--- src/rtl/uart_pkg.sv ---
// Shared UART definitions: FSM state encoding, parity modes and bit-period helpers.
// Used by both the transmitter and the receiver side.
package uart_pkg;

  typedef enum logic [2:0] {
    ST_IDLE   = 3'd0,
    ST_START  = 3'd1,
    ST_DATA   = 3'd2,
    ST_PARITY = 3'd3,
    ST_STOP   = 3'd4
  } uart_state_e;

  localparam int PARITY_NONE = 0;
  localparam int PARITY_EVEN = 1;
  localparam int PARITY_ODD  = 2;

  // Clocks per bit, truncated.
  function automatic int calc_cpb(input int clk_hz, input int bit_rate);
    return clk_hz / bit_rate;
  endfunction

  // Parity over a zero-padded payload; the padding does not change the XOR.
  function automatic logic calc_parity(input logic [7:0] data, input int mode);
    return (mode == PARITY_ODD) ? ~(^data) : (^data);
  endfunction

endpackage

--- src/rtl/uart_tx_if.sv ---
// Byte handshake between board logic and the UART transmitter.
// The producer uses master; the transmitter uses slave.
interface uart_tx_if #(
  parameter int PAYLOAD_BITS = 8
);
  logic                    tx_valid;
  logic                    tx_ready;
  logic [PAYLOAD_BITS-1:0] tx_data;
  logic                    tx_done;

  modport master (output tx_valid, output tx_data, input tx_ready, input tx_done);
  modport slave  (input tx_valid, input tx_data, output tx_ready, output tx_done);
endinterface

--- src/rtl/uart_baud_tick.sv ---
// Bit-period counter: counts 0..CPB-1 and pulses tick on the last cycle of each bit.
// restart holds the counter at zero so a new frame starts on a clean bit boundary.
module uart_baud_tick #(
  parameter int CPB = 10
) (
  input  logic clk,
  input  logic rst,
  input  logic restart,
  output logic tick
);

  localparam int W = (CPB > 1) ? $clog2(CPB) : 1;
  localparam logic [W-1:0] LAST = W'(CPB - 1);

  logic [W-1:0] cnt_q, cnt_d;

  always_comb begin
    cnt_d = cnt_q;
    if (restart) begin
      cnt_d = '0;
    end else if (cnt_q == LAST) begin
      cnt_d = '0;
    end else begin
      cnt_d = cnt_q + W'(1);
    end
  end

  always_ff @(posedge clk or posedge rst) begin
    if (rst) begin
      cnt_q <= '0;
    end else begin
      cnt_q <= cnt_d;
    end
  end

  assign tick = !restart && (cnt_q == LAST);

endmodule

--- src/rtl/uart_tx.sv ---
// UART transmitter: one payload per valid/ready handshake, sent as start bit,
// LSB-first data, optional parity and one or two stop bits on a registered line.
module uart_tx
  import uart_pkg::*;
#(
  parameter int CLK_HZ       = 50_000_000,
  parameter int BIT_RATE     = 9600,
  parameter int PAYLOAD_BITS = 8,
  parameter int PARITY       = 0,
  parameter int STOP_BITS    = 1
) (
  input  logic      clk,
  input  logic      rst,
  uart_tx_if.slave  bus,
  output logic      uart_txd
);

  localparam int CPB = calc_cpb(CLK_HZ, BIT_RATE);
  localparam int BW  = $clog2(PAYLOAD_BITS + 1);
  localparam logic [BW-1:0] LAST_DATA = BW'(PAYLOAD_BITS - 1);
  localparam logic [BW-1:0] LAST_STOP = BW'(STOP_BITS - 1);

  uart_state_e             state_q, state_d;
  logic [PAYLOAD_BITS-1:0] shift_q, shift_d;
  logic [BW-1:0]           bit_cnt_q, bit_cnt_d;
  logic                    parity_q, parity_d;
  logic                    txd_q, txd_d;
  logic                    done_q, done_d;
  logic                    tick;
  logic                    accept;

  uart_baud_tick #(.CPB(CPB)) u_baud (
    .clk     (clk),
    .rst     (rst),
    .restart (state_q == ST_IDLE),
    .tick    (tick)
  );

  assign accept = bus.tx_valid && (state_q == ST_IDLE);

  always_comb begin
    state_d   = state_q;
    shift_d   = shift_q;
    bit_cnt_d = bit_cnt_q;
    parity_d  = parity_q;
    done_d    = 1'b0;

    unique case (state_q)
      ST_IDLE: begin
        if (accept) begin
          state_d   = ST_START;
          shift_d   = bus.tx_data;
          parity_d  = calc_parity(8'(bus.tx_data), PARITY);
          bit_cnt_d = '0;
        end
      end
      ST_START: begin
        if (tick) begin
          state_d   = ST_DATA;
          bit_cnt_d = '0;
        end
      end
      ST_DATA: begin
        if (tick) begin
          shift_d = shift_q >> 1;
          if (bit_cnt_q == LAST_DATA) begin
            bit_cnt_d = '0;
            state_d   = (PARITY != PARITY_NONE) ? ST_PARITY : ST_STOP;
          end else begin
            bit_cnt_d = bit_cnt_q + BW'(1);
          end
        end
      end
      ST_PARITY: begin
        if (tick) begin
          state_d   = ST_STOP;
          bit_cnt_d = '0;
        end
      end
      ST_STOP: begin
        if (tick) begin
          if (bit_cnt_q == LAST_STOP) begin
            state_d = ST_IDLE;
            done_d  = 1'b1;
          end else begin
            bit_cnt_d = bit_cnt_q + BW'(1);
          end
        end
      end
      default: begin
        state_d = ST_IDLE;
      end
    endcase
  end

  // Line level follows the state being entered so the pin changes on the same edge.
  always_comb begin
    txd_d = 1'b1;
    unique case (state_d)
      ST_START:  txd_d = 1'b0;
      ST_DATA:   txd_d = shift_d[0];
      ST_PARITY: txd_d = parity_d;
      default:   txd_d = 1'b1;
    endcase
  end

  always_ff @(posedge clk or posedge rst) begin
    if (rst) begin
      state_q   <= ST_IDLE;
      shift_q   <= '0;
      bit_cnt_q <= '0;
      parity_q  <= 1'b0;
      txd_q     <= 1'b1;
      done_q    <= 1'b0;
    end else begin
      state_q   <= state_d;
      shift_q   <= shift_d;
      bit_cnt_q <= bit_cnt_d;
      parity_q  <= parity_d;
      txd_q     <= txd_d;
      done_q    <= done_d;
    end
  end

  assign uart_txd     = txd_q;
  assign bus.tx_ready = (state_q == ST_IDLE);
  assign bus.tx_done  = done_q;

endmodule
--- src/flat_wrapper.sv ---
// flat-port wrapper written by rule: the top's interface ports become plain ports
module uart_tx_flat import uart_pkg::*;
#(
  parameter int CLK_HZ       = 50_000_000,
  parameter int BIT_RATE     = 9600,
  parameter int PAYLOAD_BITS = 8,
  parameter int PARITY       = 0,
  parameter int STOP_BITS    = 1
)
  (clk, rst, uart_txd, bus_tx_valid, bus_tx_data, bus_tx_ready, bus_tx_done);
  uart_tx_if #(.PAYLOAD_BITS(PAYLOAD_BITS)) bus_i ();
  input  logic clk;
  input  logic rst;
  output logic uart_txd;
  input wire logic [$bits(bus_i.tx_valid)-1:0] bus_tx_valid;
  input wire logic [$bits(bus_i.tx_data)-1:0] bus_tx_data;
  output wire logic [$bits(bus_i.tx_ready)-1:0] bus_tx_ready;
  output wire logic [$bits(bus_i.tx_done)-1:0] bus_tx_done;
  assign bus_i.tx_valid = bus_tx_valid;
  assign bus_i.tx_data = bus_tx_data;
  assign bus_tx_ready = bus_i.tx_ready;
  assign bus_tx_done = bus_i.tx_done;
  uart_tx #(.CLK_HZ(CLK_HZ), .BIT_RATE(BIT_RATE), .PAYLOAD_BITS(PAYLOAD_BITS), .PARITY(PARITY), .STOP_BITS(STOP_BITS)) u_core (.clk(clk), .rst(rst), .bus(bus_i), .uart_txd(uart_txd));
endmodule
--- config.mk ---
export PLATFORM = sky130hd
export DESIGN_NAME = uart_tx_flat
export DESIGN_NICKNAME = d
export VERILOG_FILES = /design/src/rtl/uart_pkg.sv /design/src/rtl/uart_tx_if.sv /design/src/rtl/uart_baud_tick.sv /design/src/rtl/uart_tx.sv /design/src/flat_wrapper.sv
export SDC_FILE = /design/constraint.sdc
export NUM_CORES = 1
export LEC_CHECK = 0
export ABC_CLOCK_PERIOD_IN_PS = 2900
export CORE_UTILIZATION = 56
export CTS_CLUSTER_DIAMETER = 150
export CTS_CLUSTER_SIZE = 8
export DETAILED_ROUTE_END_ITERATION = 6
export PLACE_DENSITY = 0.89
export SLEW_MARGIN = 10
export SYNTH_ARGS = -nofsm -noshare
export SYNTH_HDL_FRONTEND = slang
export SYNTH_SLANG_ARGS = --single-unit
export TNS_END_PERCENT = 5
--- constraint.sdc ---
create_clock -name clk -period 2.9 [get_ports clk]
set_input_delay 0.29 -clock clk [delete_from_list [all_inputs] [get_ports clk]]
set_output_delay 0.29 -clock clk [all_outputs]
set_load 0.05 [all_outputs]
Yosys cells after proc, flatten, opt, wreduce, memory -nomap -nowiden
Index checks and enable logic that the tools add are counted.
{"block": "op_classes", "addsub": 2, "n_mul": 0, "div": 0, "n_lt_le_gt_ge": 0, "n_eq_ne": 14, "n_shift": 0, "muxes": 26, "n_bitwise": 0, "n_reduce_logical": 11}
{"operator": "two-way mux 13 bit", "n": 2}
{"operator": "two-way mux 4 bit", "n": 6}
{"operator": "two-way mux 3 bit", "n": 7}
{"operator": "two-way mux 8 bit", "n": 2}
{"operator": "one-hot mux 4 bit (4 select lines)", "n": 1}
{"operator": "one-hot mux 8 bit (2 select lines)", "n": 1}
{"operator": "one-hot mux 3 bit (5 select lines)", "n": 1}
{"operator": "adder 13 x 1 -> 13 bit (second input constant)", "n": 1}
{"operator": "equality test 13 bit (second input constant)", "n": 1}
{"operator": "equality test 3 x 2 -> 1 bit (second input constant)", "n": 4}
{"operator": "!= test 2 x 1 -> 1 bit (second input constant)", "n": 4}
{"operator": "XOR reduction 8 bit", "n": 1}
{"operator": "equality test 3 x 1 -> 1 bit (second input constant)", "n": 2}
{"operator": "AND reduction 6 bit", "n": 1}
{"operator": "two-way mux 1 bit", "n": 5}
{"operator": "adder 4 x 1 -> 4 bit (second input constant)", "n": 1}
{"operator": "equality test 4 x 3 -> 1 bit (second input constant)", "n": 1}
{"operator": "zero test 4 bit", "n": 1}
{"operator": "nonzero test 4 bit", "n": 1}
{"operator": "equality test 3 bit (second input constant)", "n": 1}
{"operator": "zero test 3 bit", "n": 1}
{"operator": "one-hot mux 1 bit (3 select lines)", "n": 1}
{"operator": "AND reduction 3 bit", "n": 1}
{"operator": "logical AND 1 bit", "n": 2}
{"operator": "other kinds (4)", "n": 4}
{"block": "totals", "reg_bits": 31, "latchBits": 0, "ram_bits": 0, "romBits": 0, "output_inout_bits": 3, "n_memories": 0}

Longest topological paths before layout
{"block": "depth", "depth_word": 7, "mapped_depth": 8, "depth_no_buf": 7}

Hierarchy
Synthesis repeated with hierarchy kept, for this count alone.
{"block": "unflattened", "hier_cells": 171, "area_unflattened_um2": 1679.1}
{"module": "uart_tx", "n_inst": 1, "cells_each": 101, "area_per_inst_um2": 993.5}
{"module": "uart_baud_tick", "n_inst": 1, "cells_each": 70, "area_per_inst_um2": 685.7}

Least setup slack after synthesis
Ideal clock, no wire load.
{"block": "synth_path", "path_type": "reg-to-reg", "from": "reg u_core.state_q[0]", "to": "reg u_core.txd_q (netlist: u_core.uart_txd)", "setup_time_ns": 0.088, "t_arrival_ns": 2.784, "setup_slack_ns": 0.028, "stages_incl_launch_ff": 8, "n_path_buf": 1, "cell_sequence": "dfrtp_1 buf_2 nor3_1 and2_1 nor2_1 a221oi_2 a21oi_1 or3_1"}
{"block": "synth_via", "elab_chain_cells": 7, "elab_cells_between_ends": 25, "cone_classes": "7 x eq/ne; 14 x mux; 4 x reduce/logical"}
{"item": "start: declaration", "line_no": "uart_tx.sv:23", "source": "uart_state_e state_q, state_d;"}
{"item": "start signal: assignment", "line_no": "uart_tx.sv:116", "source": "state_q <= state_d;"}
{"item": "zero test 3 bit *"}
{"item": "named net bus_tx_ready", "line_no": "flat_wrapper.sv:17", "source": "output wire logic [$bits(bus_i.tx_ready)-1:0] bus_tx_ready;"}
{"item": "zero test 1 bit", "line_no": "uart_baud_tick.sv:36", "source": "assign tick = !restart && (cnt_q == LAST);"}
{"item": "logical AND 1 bit", "line_no": "uart_baud_tick.sv:36"}
{"item": "two-way mux 3 bit (on tied branches)"}
{"item": "one-hot mux 3 bit (5 select lines)", "line_no": "uart_tx.sv:48", "source": "unique case (state_q)"}
{"item": "equality test 3 x 2 -> 1 bit / equality test 3 x 1 -> 1 bit (equally long branches)", "line_no": "uart_tx.sv:99", "source": "unique case (state_d)"}
{"item": "one-hot mux 1 bit (3 select lines) *", "line_no": "uart_tx.sv:99"}
{"item": "named net u_core.txd_d", "line_no": "uart_tx.sv:27", "source": "logic txd_q, txd_d;"}
{"item": "end signal: assignment", "line_no": "uart_tx.sv:120", "source": "txd_q <= txd_d;"}
{"item": "end: declaration", "line_no": "uart_tx.sv:27"}
The timed path passes the listed nets; every way through them passes the cells marked *. The select of a mux whose other input is x is not followed.
A chain may end at the register's enable or synchronous reset.

Final worst setup path
{"block": "layout_path", "from": "reg u_core.state_q[2]", "to": "out bus_tx_ready"}
{"block": "layout_via", "elab_chain_cells": 1}
{"item": "zero test 3 bit", "line_no": "uart_tx.sv:126", "source": "assign bus.tx_ready = (state_q == ST_IDLE);"}
{"item": "end: declaration", "line_no": "flat_wrapper.sv:17"}
Every way passes these cells.

==> flow_summary.ini <==
[synth]
synth_top_area_share_pct = 45.77
synthSimpleGateAreaFrac_pct = 27.77
yosys-top-cells-count = dfrtp_1 (30), nand2_1 (22), nor2_1 (18)
syn_area_um2 = 1640
synth_compound_area_share_pct = 10.68
yosys-top-cells-area = dfrtp_1 (46%), nand2_1 (5.0%), xnor2_1 (4.3%)
async_reset_ff_share_pct = 100.0
yosysSeqAreaShare_pct = 47.37
yosysWarningCount = 0
syn_nets = 182
synth_top_family_by_area = simple AND/OR/NAND/NOR gates
yosys.area_share.xor_xnor_pct = 8.543
synth_edf_count = 0
yosys.area.top_type = dfrtp_1
synthCells = 168
synth_ff_type = dfrtp_1
synth.mux.area_fraction_pct = 0
postSynthAreaPerCell_um2 = 9.764
synthAdderAreaFrac_pct = 2.288
ys_ff_latch = 31
synth_most_common_cell = dfrtp_1
netlist-cell-type-count = 41

[hold_path]
hold_class = in2async

[placed_design]
pre_cts_ws_ns = 0.5276
hpwl_um = 2302
port_buffers = 13
place.gp.congestion = 0.8560

[clocking]
clk_pin_slew_ns = 0.11
root_buffer = clkbuf_4
ctsLongestPathBuffers = 2
h-tree-depth = 2
cts_hold_buf = 0
tritoncts = yes
cts_buffers = 5
post_cts_buffers = 0
ctsResizeCount = 0
clock-sinks = 31
clock_latency_ns = 0.34

[flow_run]
cap_violations = 0

[sta]
fin_ws_ns = 0.3220
hold-worst-slack_ns = 0.3197
final_hold_viol_count = 0
max_freq_mhz = 387.9
skew_ns = 0.01857
finalCritPeriodShare_pct = 88.90
tightestPinTransition_ns = 0.7201
setup_violations = 0
finalSetupTns_ns = 0
rsz0062_at_grt = no
finalCriticalPeriod_ns = 2.578
maxSlewViolCount = 0
maxSlewHeadroom_pct = 51.63

[power]
p_leak_nw = 0.8628
vdd_drop_max_mv = 0.3567
p_total_mw = 0.7134
power.density_nw_per_um2 = 386.5

[routing]
drc = 0
drtAntennaViolNets = 0
num_vias = 1255
drt-initial-drc-count = 64
wl_per_cell_um = 14.34
viasPerCell = 5.783
wl_um = 3112
drtPass1Iterations = 4

[worst_setup_path]
crit_type = reg2out
critical_path.endpoint_type = output pin
arrival_ns = 2.29
path_cells = nor3_1, clkdlybuf4s50_1
crit_family = buffers and inverters
max_stage_delay_ns = 0.92
cp-start-kind = flop
critPathSlowestCell = clkdlybuf4s50_1
critPathBufInv = 1
cp_max_fo = 10
crit_required_ns = 2.61

[cells_and_area]
post-route-util_pct = 66.92
drive_above_1_share_pct = 9.140
num_antenna_cells = 0
fin_nets = 199
synthToLayoutAreaGrowth_pct = 12.51

[floorplan]
die_w_um = 56.12
io_pins = 14
dieArea_um2 = 3149
coreArea_um2 = 2758
rows = 19
initial_utilization_pct = 59.48
fp.dieH_um = 56.12

[grt]
track_usage_pct = 21.70
grt_start_max_net_pins = 32
grt_use_met3_pct = 4.884
grt_pass1_wl_um = 5264
grt_use_met2_pct = 34.18
gr-total-overflow = 0
use_met1_pct = 28.55
grt_pass1_vias = 1213
grt-busiest-layer = met2
antenna_found_initial = 0

[run_status]
outcome = finished clean
-- where the power goes --
| part | internal [mW] | leakage (nW) | switching [mW] |
|---|---|---|---|
| Combinational | 0.0235 | 0.429 | 0.0192 |
| Clock | 0.0943 | 0.0293 | 0.144 |
| Sequential | 0.432 | 0.405 | 0 |
| Total | 0.550 | 0.863 | 0.164 |
-- logic make-up after synthesis --
group,count (synthesis)
AOI/OAI and AO/OA,24
buffers and inverters,12
xor gates and xnor gates,16
and+or+nand+nor,82
DFF,31
adders and majority gates,3
-- sequential cells by signal, indices dropped and copies added, names as in the netlist --
register and cells:
u_core.bus.tx_done 1, u_core.parity_q 1, u_core.u_baud.cnt_q 13, u_core.shift_q 8, u_core.state_q 3, u_core.uart_txd 1, u_core.bit_cnt_q 4
-- worst reg2reg max path, stage by stage (launching register included) --
cell	delay, ns
dfrtp_1	0.45
or4b_4	0.58
nor4_4	0.39
nor2_1	0.22
a221oi_2	0.29
a21oi_1	0.09
or3_1	0.32
-- per-stage QoR --
stage | cell area, µm² | std cells
2_1_floorplan | 1640 | 168
3_3_place_gp | 1795 | 209
3_5_place_dp | 1795 | 209
4_1_cts | 1846 | 217
5_1_grt | 1846 | 217
6_report | 1846 | 217
-- cell usage in the layout (no fill, tap or decap), types with 3 or more instances in the layout --
cell | synthesis | routed
clkbuf_4 | 0 | 5
o21ai_0 | 3 | 3
dfrtp_1 | 30 | 30
xor2_1 | 8 | 8
nor2_1 | 18 | 18
nand2_1 | 22 | 22
a22oi_1 | 6 | 6
and2_1 | 4 | 4
nand3_1 | 7 | 7
xnor2_1 | 8 | 8
clkdlybuf4s50_1 | 0 | 13
ha_1 | 3 | 3
or3_1 | 3 | 3
o21ai_1 | 3 | 3
a21oi_1 | 5 | 5
nor3_1 | 4 | 4
nand2b_1 | 4 | 4
inv_1 | 7 | 7
-- worst paths after layout --
path / start / to / slack, ns / cells past startpoint
min in group clk: u_core.shift_q[4] / u_core.shift_q[4] / 0.48 / 2
setup reg to reg: u_core.u_baud.cnt_q[8] / u_core.uart_txd / 0.52 / 6
hold / removal: rst / u_core.state_q[0] / 0.32 / 3
hold reg to reg: u_core.shift_q[4] / u_core.shift_q[4] / 0.48 / 2
max in group asynchronous: rst / u_core.uart_txd / 2.27 / 3
setup / recovery: u_core.state_q[2] / bus_tx_ready / 0.32 / 2
-- routing by layer --
layer	wire length (µm)	part of all wire, %
met1	1369	44
met5	0	0
met2	1532	49
met4	73	2.3
met3	136	4.4
-- layout make-up --
| class | instances | area [µm²] |
|---|---|---|
| clock buffer | 7 | 45.04 |
| multi-input combinational | 125 | 808.3 |
| timing repair buffer | 15 | 145.1 |
| inverter | 7 | 26.28 |
| clock inverter | 1 | 5.005 |
| sequential | 31 | 777.0 |
| fill | 216 | 912.1 |
| tap | 31 | 38.79 |
Note: power is estimated with default switching activity, not from simulation.
